--- src/rtl/ro_puf_pkg.sv ---
// Shared types and constants for the ring-oscillator PUF measurement sequencer.
package ro_puf_pkg;

  typedef enum logic [2:0] {
    ST_IDLE,
    ST_CLEAR,
    ST_MEASURE,
    ST_SAMPLE,
    ST_DONE
  } state_t;

  localparam int CHA_W_DEF = 4;
  localparam int CNT_W_DEF = 4;

  function automatic int cycles_per_bit(input int settle, input int window);
    return settle + window + 1;
  endfunction

  // Single DONE cycle plus every bit's clear/measure/sample slot
  function automatic int start_to_done(input int nbits, input int settle, input int window);
    return 1 + nbits * cycles_per_bit(settle, window);
  endfunction

endpackage

--- src/rtl/ro_puf_window_timer.sv ---
// Loadable down-counter; tc_o is high while the count sits at zero.
module ro_puf_window_timer #(
  parameter int W = 4
) (
  input  logic         clk,
  input  logic         rst_n,
  input  logic         load_i,
  input  logic [W-1:0] load_val_i,
  output logic         tc_o
);

  logic [W-1:0] cnt_q;
  logic [W-1:0] cnt_d;

  always_comb begin
    cnt_d = cnt_q;
    if (load_i) begin
      cnt_d = load_val_i;
    end else if (cnt_q != '0) begin
      cnt_d = cnt_q - 1'b1;
    end
  end

  always_ff @(posedge clk or negedge rst_n) begin
    if (!rst_n) begin
      cnt_q <= '0;
    end else begin
      cnt_q <= cnt_d;
    end
  end

  assign tc_o = (cnt_q == '0);

endmodule

--- src/rtl/ro_puf_sequencer.sv ---
// Steps NUM_BITS challenge pairs through the RO counter group and assembles
// the response word plus a per-bit tie mask.
//
// state   | meaning
// IDLE    | waiting for start; counters held clear
// CLEAR   | challenges driven, counters held in reset for SETTLE_CYCLES
// MEASURE | counters enabled for WINDOW_CYCLES
// SAMPLE  | counts frozen, response and tie bit captured
// DONE    | done pulse, returns to IDLE
module ro_puf_sequencer
  import ro_puf_pkg::*;
#(
  parameter int NUM_BITS      = 8,
  parameter int CHA_W         = CHA_W_DEF,
  parameter int CNT_W         = CNT_W_DEF,
  parameter int SETTLE_CYCLES = 4,
  parameter int WINDOW_CYCLES = 256
) (
  input  logic                clk,
  input  logic                reset,
  input  logic                start,
  input  logic [CHA_W-1:0]    base0,
  input  logic [CHA_W-1:0]    base1,
  input  logic                resp_in,
  input  logic [CNT_W-1:0]    cnt_a,
  input  logic [CNT_W-1:0]    cnt_b,
  output logic [CHA_W-1:0]    cha0,
  output logic [CHA_W-1:0]    cha1,
  output logic                cnt_reset,
  output logic                ro_en,
  output logic                busy,
  output logic                done,
  output logic                err,
  output logic [NUM_BITS-1:0] response,
  output logic [NUM_BITS-1:0] tie_mask
);

  localparam int MAX_CYC = (SETTLE_CYCLES > WINDOW_CYCLES) ? SETTLE_CYCLES : WINDOW_CYCLES;
  localparam int TMR_W   = $clog2(MAX_CYC + 1);
  localparam int BIDX_W  = (NUM_BITS > 1) ? $clog2(NUM_BITS) : 1;
  localparam logic [TMR_W-1:0]  SETTLE_VAL = TMR_W'(SETTLE_CYCLES - 1);
  localparam logic [TMR_W-1:0]  WINDOW_VAL = TMR_W'(WINDOW_CYCLES - 1);
  localparam logic [BIDX_W-1:0] LAST_IDX   = BIDX_W'(NUM_BITS - 1);

  state_t              state_q;
  logic [CHA_W-1:0]    base0_q, base1_q, cha0_q, cha1_q;
  logic [BIDX_W-1:0]   bit_idx_q;
  logic [NUM_BITS-1:0] response_q, tie_q;
  logic                cnt_reset_q, ro_en_q, busy_q, done_q, err_q;

  logic                tmr_load, tmr_tc, last_bit, accept;
  logic [TMR_W-1:0]    tmr_val;

  assign accept   = start && (base0 != base1);
  assign last_bit = (bit_idx_q == LAST_IDX);

  // The timer is reloaded on every phase entry so its tc marks the last cycle of the phase
  always_comb begin
    tmr_load = 1'b0;
    tmr_val  = SETTLE_VAL;
    case (state_q)
      ST_IDLE:   tmr_load = accept;
      ST_CLEAR:  begin
        tmr_load = tmr_tc;
        tmr_val  = WINDOW_VAL;
      end
      ST_SAMPLE: tmr_load = !last_bit;
      default:   tmr_load = 1'b0;
    endcase
  end

  ro_puf_window_timer #(.W(TMR_W)) u_timer (
    .clk        (clk),
    .rst_n      (reset),
    .load_i     (tmr_load),
    .load_val_i (tmr_val),
    .tc_o       (tmr_tc)
  );

  always_ff @(posedge clk or negedge reset) begin
    if (!reset) begin
      state_q     <= ST_IDLE;
      base0_q     <= '0;
      base1_q     <= '0;
      cha0_q      <= '0;
      cha1_q      <= '0;
      bit_idx_q   <= '0;
      response_q  <= '0;
      tie_q       <= '0;
      cnt_reset_q <= 1'b0;
      ro_en_q     <= 1'b0;
      busy_q      <= 1'b0;
      done_q      <= 1'b0;
      err_q       <= 1'b0;
    end else begin
      done_q <= 1'b0;
      err_q  <= 1'b0;
      case (state_q)
        ST_IDLE: begin
          if (accept) begin
            base0_q    <= base0;
            base1_q    <= base1;
            cha0_q     <= base0;
            cha1_q     <= base1;
            bit_idx_q  <= '0;
            response_q <= '0;
            tie_q      <= '0;
            busy_q     <= 1'b1;
            state_q    <= ST_CLEAR;
          end else if (start) begin
            err_q <= 1'b1;
          end
        end
        ST_CLEAR: begin
          if (tmr_tc) begin
            cnt_reset_q <= 1'b1;
            ro_en_q     <= 1'b1;
            state_q     <= ST_MEASURE;
          end
        end
        ST_MEASURE: begin
          if (tmr_tc) begin
            ro_en_q <= 1'b0;
            state_q <= ST_SAMPLE;
          end
        end
        ST_SAMPLE: begin
          response_q[bit_idx_q] <= resp_in;
          tie_q[bit_idx_q]      <= (cnt_a == cnt_b);
          if (last_bit) begin
            done_q  <= 1'b1;
            state_q <= ST_DONE;
          end else begin
            bit_idx_q   <= bit_idx_q + 1'b1;
            cha0_q      <= base0_q + CHA_W'(bit_idx_q + 1'b1);
            cha1_q      <= base1_q + CHA_W'(bit_idx_q + 1'b1);
            cnt_reset_q <= 1'b0;
            state_q     <= ST_CLEAR;
          end
        end
        ST_DONE: begin
          busy_q      <= 1'b0;
          cnt_reset_q <= 1'b0;
          state_q     <= ST_IDLE;
        end
        default: state_q <= ST_IDLE;
      endcase
    end
  end

  assign cha0      = cha0_q;
  assign cha1      = cha1_q;
  assign cnt_reset = cnt_reset_q;
  assign ro_en     = ro_en_q;
  assign busy      = busy_q;
  assign done      = done_q;
  assign err       = err_q;
  assign response  = response_q;
  assign tie_mask  = tie_q;

endmodule
--- config.mk ---
export PLATFORM = sky130hd
export DESIGN_NAME = ro_puf_sequencer
export DESIGN_NICKNAME = d
export VERILOG_FILES = /design/src/rtl/ro_puf_pkg.sv /design/src/rtl/ro_puf_window_timer.sv /design/src/rtl/ro_puf_sequencer.sv
export SDC_FILE = /design/constraint.sdc
export NUM_CORES = 1
export LEC_CHECK = 0
export ABC_CLOCK_PERIOD_IN_PS = 4300
export CAP_MARGIN = 20
export CORE_ASPECT_RATIO = 1.2
export CORE_MARGIN = 10
export CORE_UTILIZATION = 30
export CTS_CLUSTER_DIAMETER = 50
export DETAILED_ROUTE_END_ITERATION = 16
export GPL_TIMING_DRIVEN = 0
export PLACE_DENSITY = 0.63
export RECOVER_POWER = 50
export SYNTH_ARGS = -nofsm -noshare
export SYNTH_HDL_FRONTEND = slang
export SYNTH_SLANG_ARGS = --single-unit
--- constraint.sdc ---
create_clock -name clk -period 4.3 [get_ports clk]
set_clock_uncertainty 0.2 [all_clocks]
set_input_delay 0.86 -clock clk [delete_from_list [all_inputs] [get_ports clk]]
set_output_delay 0.86 -clock clk [all_outputs]
set_load 0.02 [all_outputs]
# Word level (Yosys, flattened, before mapping)

Index checks and enable logic that the tools add are counted.

$lt $le $gt $ge: 2
Reductions and logical operators: 18
$add $sub $neg: 5
Equal/unequal tests: 11
Multiplexer cells: 37

Operator list:

| cell                                                                  | number |
|---|---|
| 8-bit case mux with 2 select lines                                    | 2 |
| 3-bit two-way mux                                                     | 6 |
| 9-bit two-way mux                                                     | 2 |
| 8-bit bitwise mux                                                     | 2 |
| 4-bit two-way mux                                                     | 4 |
| 8-bit two-way mux                                                     | 2 |
| 4-bit case mux with 2 select lines                                    | 2 |
| 3-bit case mux with 4 select lines                                    | 1 |
| 3-bit AND reduction                                                   | 4 |
| 1-bit two-way mux                                                     | 10 |
| 9-bit logical NOT                                                     | 1 |
| 9-bit nonzero test                                                    | 1 |
| 9-bit by 1-bit subtractor with 9-bit output (second input constant)   | 1 |
| 4-bit adder                                                           | 2 |
| 2-bit inequality test (second input constant)                         | 4 |
| 2-bit nonzero test                                                    | 4 |
| 3-bit by 2-bit == test with 1-bit output (second input constant)      | 2 |
| 3-bit == test (second input constant)                                 | 2 |
| 1-bit case mux with 3 select lines                                    | 2 |
| 3-bit case mux with 2 select lines                                    | 1 |
| 2-bit AND reduction                                                   | 3 |
| 3-bit by 1-bit adder with 4-bit output (second input constant)        | 1 |
| 4-bit == test                                                         | 1 |
| 3-bit by 4-bit < comparator with 1-bit output (second input constant) | 1 |
| other kinds (10)                                                      | 12 |

Output and inout bits: 29
Bits of input ports: 20
Register bits after elaboration: 52
Word-level logic and storage cells: 87

# Depth between registers and ports, before layout

Depth in word-level cells: 6
Gate-level depth with buffers: 7
Gate-level depth less buffers: 7

# Modules after synthesis

A second synthesis with hierarchy kept.

Cells, all modules: 273
Area, all modules: 2752.6 um2

Modules (own cells, without submodules):

| module              | instances | seq. area each (um2) | area each (um2) | cells each |
|---|---|---|---|---|
| ro_puf_sequencer    | 1         | 1076.0               | 2218.4          | 216 |
| ro_puf_window_timer | 1         | 225.2                | 534.3           | 57 |

# Worst setup path before layout

No wires, ideal clock.

Kind: in2reg
Start: in start
End: reg cha0_q[3] (netlist: cha0[3])
Stages: 5
Setup time: 121 ps
Path buffers: 1
Arrival: 2050 ps
Setup slack: 1929 ps
Data required time: 3979 ps
Path through: or4b_4 -> a41oi_4 -> nor2_2 -> buf_6 -> a22o_1

Cells in the longest elaborated chain, start to end: 3

RTL lines:

| item                                   | RTL line                | text |
|---|---|---|
| start: declaration                     | ro_puf_sequencer.sv:21  | `input logic start,` |
| 1-bit logical AND                      | ro_puf_sequencer.sv:54  | `assign accept = start && (base0 != base1);` |
| 2-bit inequality test (no source line) | n/a                     |  |
| 3-bit AND reduction (no source line)   | n/a                     |  |
| end signal: assignment                 | ro_puf_sequencer.sv:103 | `cha0_q <= base0;` |
| end signal: assignment                 | ro_puf_sequencer.sv:135 | `cha0_q <= base0_q + CHA_W'(bit_idx_q + 1'b1);` |
| end: declaration                       | ro_puf_sequencer.sv:46  | `logic [CHA_W-1:0] base0_q, base1_q, cha0_q, cha1_q;` |

Every way passes these cells.
A chain may end at the register's enable or synchronous reset.

# Worst setup path after layout

Start: in base1[3]
End: reg u_timer.cnt_q[5]

Cells in the longest elaborated chain, start to end: 4
Elaborated cells between the ends (all ways): 5
Those cells by class: 1 x eq/ne; 2 x mux; 2 x reduce/logical

RTL lines:

| item                                                           | RTL line                  | text |
|---|---|---|
| start: declaration                                             | ro_puf_sequencer.sv:23    | `input logic [CHA_W-1:0] base1,` |
| 4-bit inequality test *                                        | ro_puf_sequencer.sv:54    |  |
| 1-bit logical AND *                                            | ro_puf_sequencer.sv:54    |  |
| 1-bit case mux with 3 select lines *                           | ro_puf_sequencer.sv:61    | `case (state_q)` |
| 9-bit two-way mux / 2-bit nonzero test (equally long branches) | n/a                       |  |
| end signal: assignment                                         | ro_puf_window_timer.sv:28 | `cnt_q <= cnt_d;` |
| end: declaration                                               | ro_puf_window_timer.sv:12 | `logic [W-1:0] cnt_q;` |

Mark *: on every way between the ends. The rest lies on a longest branch, timed or not.

==> impl_metrics.env <==
export IMPL_status="finished clean"
export IMPL_cts_hold_buf=0
export IMPL_grt_max_degree=40
export IMPL_drive_gt1_frac=0.07165
export IMPL_drcViolationCount=0
export IMPL_total_power_uw=876.9
export IMPL_overflow=0
export IMPL_utilization=0.3931
export IMPL_place_congestion=0.7934
export IMPL_period_minus_slack_ns=2.864
export IMPL_crit_family="buffers and inverters"
export IMPL_maxCapViolations=0
export IMPL_holdWs_ns=0.2908
export IMPL_leakage_nw=1.471
export IMPL_antenna_found_initial=0
export IMPL_core_area_mm2=0.008611
export IMPL_fin_nets=351
export IMPL_cp_start_kind="primary input"
export IMPL_drtPass1Iterations=6
export IMPL_cts_post_setup_buffers_inserted=0
export IMPL_required_ns=4.33
export IMPL_tightest_slew_ns=0.8370
export IMPL_cts_num_sinks=52
export IMPL_final_cell_mix="dfrtp_1, nand2_1, clkdlybuf4s50_1"
export IMPL_synthCells=264
export IMPL_io_pins=49
export IMPL_cp_depth=5
export IMPL_cts_root_buf="clkbuf_8"
export IMPL_slowest_delay_ns=0.59
export IMPL_crit_type="in -> reg"
export IMPL_die_x_um=105.9
export IMPL_worstHoldPathCells=2
export IMPL_cp_slowest_cell="dlygate4sd3_1"
export IMPL_grt_pass1_wl_um=10790
export IMPL_dieArea_mm2=0.01303
export IMPL_area_growth_pct=27.47
export IMPL_arrival_ns=2.89
export IMPL_synth_area_leaders="dfrtp_1, nand2_1, mux2i_1"
export IMPL_setup_violations=0
export IMPL_ys_seq_area_frac=0.4901
export IMPL_mappedNetlistNets=295
export IMPL_numPortBuffers=48
export IMPL_avgSynthCellArea_um2=10.06
export IMPL_postRouteAntennaNets=0
export IMPL_rsz0062_at_grt="no"
export IMPL_initial_core_util=0.3083
export IMPL_vdd_drop_max_v=0.0001044
export IMPL_cts_max_level=2
export IMPL_die_y_um=123.1
export IMPL_synth_flop_cell="dfrtp_1"
export IMPL_clock_latency_ns=0.31
export IMPL_hold_violations=0
export IMPL_final_fill_count=884
export IMPL_multi_input_area_mm2=0.001266
export IMPL_relSlewSlack=0.4420
export IMPL_min_path_type="reg -> reg"
export IMPL_async_flop_share=1.000
export IMPL_cts_tree="built"
export IMPL_ys_types=40
export IMPL_routed_via_density=4.717
export IMPL_yosysTopAreaCellShare=0.4901
export IMPL_final_common_cell="dfrtp_1"
export IMPL_groute_usage_overall=0.1009
export IMPL_crit_buf_inv=1
export IMPL_synth_edff_count=0
export IMPL_synth_seq_cells=52
export IMPL_clkTransAtPathRegs_ns=0.09
export IMPL_synth_top_area_cell="dfrtp_1"
export IMPL_register_area_mm2=0.001301
export IMPL_vias=2066
export IMPL_n_antenna_cell=0
export IMPL_worstPathCellList="dlygate4sd3_1 > xnor2_1 > a41oi_4 > or3_1 > o21ai_0"
export IMPL_wl_per_cell_um=14.30
export IMPL_dpl_hpwl_um=4874
export IMPL_yosys_warnings=0
export IMPL_drtIter0Drc=73
export IMPL_syn_area_mm2=0.002655
export IMPL_numCtsBuffers=5
export IMPL_endpoint_kind="flip-flop"
export IMPL_fmax_ghz=0.3492
export IMPL_fp_row_count=37
export IMPL_rr_worst_depth=6
export IMPL_first_global_vias=2172
export IMPL_min_period_over_period=0.6660
export IMPL_wirelength_um=6263
export IMPL_cts_resized=0
export IMPL_final_max_slew_viol_count=0
export IMPL_clk_path_buf_depth=2
export IMPL_tns_ns=0
export IMPL_powerDensity_mw_per_mm2=259.1
export IMPL_path_max_fanout=10
worst paths after layout:
| path | from | end | slack [ns] |
|---|---|---|---|
| worst max-delay path | base1[3] | u_timer.cnt_q[5]$_DFFE_PN0P_ | 1.44 |
| worst min-delay path | base0_q[2]$_DFFE_PN0P_ | base0_q[2]$_DFFE_PN0P_ | 0.29 |
| worst max register to register | u_timer.cnt_q[0]$_DFFE_PN0P_ | u_timer.cnt_q[5]$_DFFE_PN0P_ | 1.73 |
| worst min register to register | base0_q[2]$_DFFE_PN0P_ | base0_q[2]$_DFFE_PN0P_ | 0.29 |
| max in group asynchronous | reset | tie_mask[0]$_DFFE_PN0P_ | 2.79 |
| min in group asynchronous | reset | ro_en$_DFFE_PN0P_ | 0.42 |
logic make-up after synthesis:
group	share of synthesized area
xor+xnor	0.06268
flops	0.4901
fa+ha+maj	0.05749
compound gates	0.09426
buf+inv	0.03299
mux	0.05325
simple gates	0.2092
state kept, by name, indices dropped and copies added (netlist names):
name and cells:
base1_q 4, cnt_reset 1, response 8, err 1, base0_q 4, state_q 3
cha0 4, busy 1, u_timer.cnt_q 9, bit_idx_q 3, tie_mask 8, done 1
cha1 4, ro_en 1
worst reg2reg max path, cell delays in order (launching register included):
cell and delay [ns]:
dfrtp_1 0.40, inv_1 0.09, ha_1 0.20, or4b_4 0.51, nor4_4 0.52, nand3_1 0.38
o21ai_0 0.17
per-stage QoR:
stage	instances	instance area (µm²)	setup slack (ns)
floorplan	264	2655	1.929
global placement	429	3282	0.5662
detailed placement	430	3297	1.206
CTS	438	3386	1.545
global route	438	3385	1.265
finish	438	3385	1.436
synth_stat cells, types with 3 or more instances:
cell type,n
dfrtp_1,52
nand2_1,45
nand3_1,25
o21ai_0,24
xnor2_1,14
mux2i_1,13
nor2_1,12
a21oi_1,10
ha_1,9
inv_1,5
xor2_1,5
buf_2,4
clkbuf_1,4
nand3b_1,3
nand4_1,3
final cells by class:
cell class	count	share of cell area
sequential	52	0.3845
clock buffer	6	0.02144
timing repair buffer	49	0.1460
multi-input combinational	195	0.3741
buffer	12	0.02033
clock inverter	2	0.004806
inverter	5	0.005545
tap	117	0.04325
where the power goes:
group	internal (mW)	switching (mW)
Clock	0.116	0.166
Sequential	0.500	0.00714
Combinational	0.0417	0.0452
metal layers:
metal / part of all wire / GRT usage / routed length [µm] / vias up
li1: - / - / - / 1028
met2: 0.49 / 0.1672 / 3067 / 39
met5: 0 / 0 / 0 / -
met4: 0.030 / 0.05424 / 185 / 0
met1: 0.43 / 0.1179 / 2724 / 985
met3: 0.046 / 0.02603 / 285 / 14
Power figures use the tool's default switching activity.
==> edit: new RTL, config.mk and constraints unchanged <==
Make the reset (`reset` and `rst_n`) synchronous in 2 clocked blocks.
--- a/src/rtl/ro_puf_window_timer.sv
+++ b/src/rtl/ro_puf_window_timer.sv
@@ -21,7 +21,7 @@
     end
   end
 
-  always_ff @(posedge clk or negedge rst_n) begin
+  always_ff @(posedge clk) begin
     if (!rst_n) begin
       cnt_q <= '0;
     end else begin
--- a/src/rtl/ro_puf_sequencer.sv
+++ b/src/rtl/ro_puf_sequencer.sv
@@ -77,7 +77,7 @@
     .tc_o       (tmr_tc)
   );
 
-  always_ff @(posedge clk or negedge reset) begin
+  always_ff @(posedge clk) begin
     if (!reset) begin
       state_q     <= ST_IDLE;
       base0_q     <= '0;
Behaviour: differs if reset is asserted again (counterexample within 4 cycles, from zero or initial values and one cycle with reset low); with reset held inactive, the same outputs for 10 cycles.
==> edit against the original RTL <==
  * Routed wire length up 10%
  * Area after synthesis down 2.4%
  * Sequential cell count unchanged
  * Cell area down 2.7%
  * Setup slack worse by 0.46 ns
  * Via count up 9.1%
  * Die area down 2.0%
  * Cell count up 5.9%
  * Utilization down 0.65 points
  * Critical path type unchanged
  * Critical endpoint is now u_timer.cnt_q[0]
Power is not compared: it rests on default switching activity, and its combinational part moved more than twofold at a synthesized area within 25%.
==> edit: results (changes against the original RTL) <==
metric,value,unit,change
run_status,completed,,unchanged
crit_start,base0[1],,was base1[3]
grt_pass1_vias,2205,,was 2172
num-nonclk-inverters,6,,was 5
antenna_found_initial,0,,unchanged
r2r-start,u_timer.cnt_q[0],,unchanged
track_usage,10.8,%,was 10.1%
route.met2.wl,3520,µm,was 3070 µm
ys_top_cells_by_count,"dfxtp_1, nor2_1, nand2_1, a21oi_1, nand3_1",,"was dfrtp_1, nand2_1, nand3_1, o21ai_0, xnor2_1"
cp.arrival,3.30,ns,was 2.89 ns
met3_wirelength,299,µm,was 285 µm
r2r_setup_slack,1.40,ns,was 1.73 ns
place_area,3220,µm²,was 3300 µm²
clkbuf_count,8,,was 6
area_dominant_class,multi-input gates,,was flip-flops and latches
wl_met1,3050,µm,was 2720 µm
multi_input_cells,215,,was 195
rr_endpoint,u_timer.cnt_q[7],,was u_timer.cnt_q[5]
reg2regPathDepth,7,,was 6
clk_share,2.74,%,was 2.62%
vias,2254,,was 2066
grt_pass1_wl,11300,µm,was 10800 µm
slowest_delay,0.79,ns,was 0.59 ns
synth_ff_type,dfxtp_1,,was dfrtp_1
buffers,66,,was 61
register_area,1040,µm²,was 1300 µm²
timing.slew.headroom,37.4,%,was 44.2%
wl_per_cell,14.9,µm,was 14.3 µm
async_reset_ff_share,0,%,was 100%
syn-num-nets,322,,was 295
critPathSlowestCell,o41ai_4,,was dlygate4sd3_1
layout-drive-gt1-share,9.22,%,was 7.17%
worstSetupEndpoint,u_timer.cnt_q[0],,was u_timer.cnt_q[5]
grt_max_degree,15,,was 40
dp_hpwl,5300,µm,was 4870 µm
synth_cell_types,47,,was 40
nNetsFinal,377,,was 351
post-route-cell-area,3290,µm²,was 3380 µm²
post-route-util,38.7,%,was 39.3%
yosys-top-cells-area,"dfxtp_1, xnor2_1, nor2_1",,"was dfrtp_1, nand2_1, mux2i_1"
place_congestion,0.794,,was 0.793
drt_iter0_markers,104,,was 73
multi_input_area,1430,µm²,was 1270 µm²
hold_depth,2,,unchanged
ys_seq_area_share,40.2,%,was 49.0%
crit_family,compound AO/OA/AOI/OAI gates,,was buffers and inverters
vdd_ir_drop_max,0.000202,V,
==> edit: changes by cell type in the layout (fill, tap and decap cells not counted), sizes merged, moves of 7 or more <==
cell           before  now
dfxtp               0   52
nand2              45   25
a21oi              10   23
dfrtp              52    0
dlygate4sd3        12   31
clkdlybuf4s50      35   17
o21ai              24   10
nor2               13   37
nand3              25   18
==> edit: how the worst min path moves through the flow <==
stage	end	slack, ns	startpoint
final	cha0[2]	0.25	cha0[2]
after global routing	cha0[2]	0.28	cha0[2]
after CTS	cha0[2]	0.26	cha0[2]
after detailed placement	cha0[2]	0.25	cha0[2]
after global placement	cha1[2]	0.25	cha1[2]
after floorplan	base0_q[0]	0.27	base0_q[0]
==> edit: report_power, final <==
| part | switching (µW) | total (µW) | internal (µW) |
|---|---|---|---|
| clock network | 160 | 292 | 132 |
| logic | 347 | 610 | 263 |
| registers | 53.8 | 610 | 556 |
| total | 561 | 1510 | 950 |
==> edit: through the flow <==
stage | instances | worst slack, ns
after CTS | 464 | 1.09
after global routing | 464 | 0.941
final | 464 | 0.981
after floorplan | 291 | 1.75
after detailed placement | 456 | 0.755
after global placement | 456 | 0.794
==> edit: routing by layer <==
layer | vias up | GRT usage [%]
met4 | 0 | 2.92
met2 | 45 | 19.1
met1 | 1070 | 12.7
li1 | 1133 | -
met5 | - | 0
met3 | 6 | 2.69
==> edit: logic make-up (layout without fill, tap and decap cells) <==
family                     after synthesis  in the layout  synth area share, %
AOI/OAI and AO/OA                       58             58                 16.1
xor gates and xnor gates                20             20                 6.76
adders and majority gates               11             11                 5.89
buffers and inverters                   24             80                 4.01
DFF                                     52             52                 40.2
muxes                                   11             11                 4.35
and+or+nand+nor                        115            115                 22.7
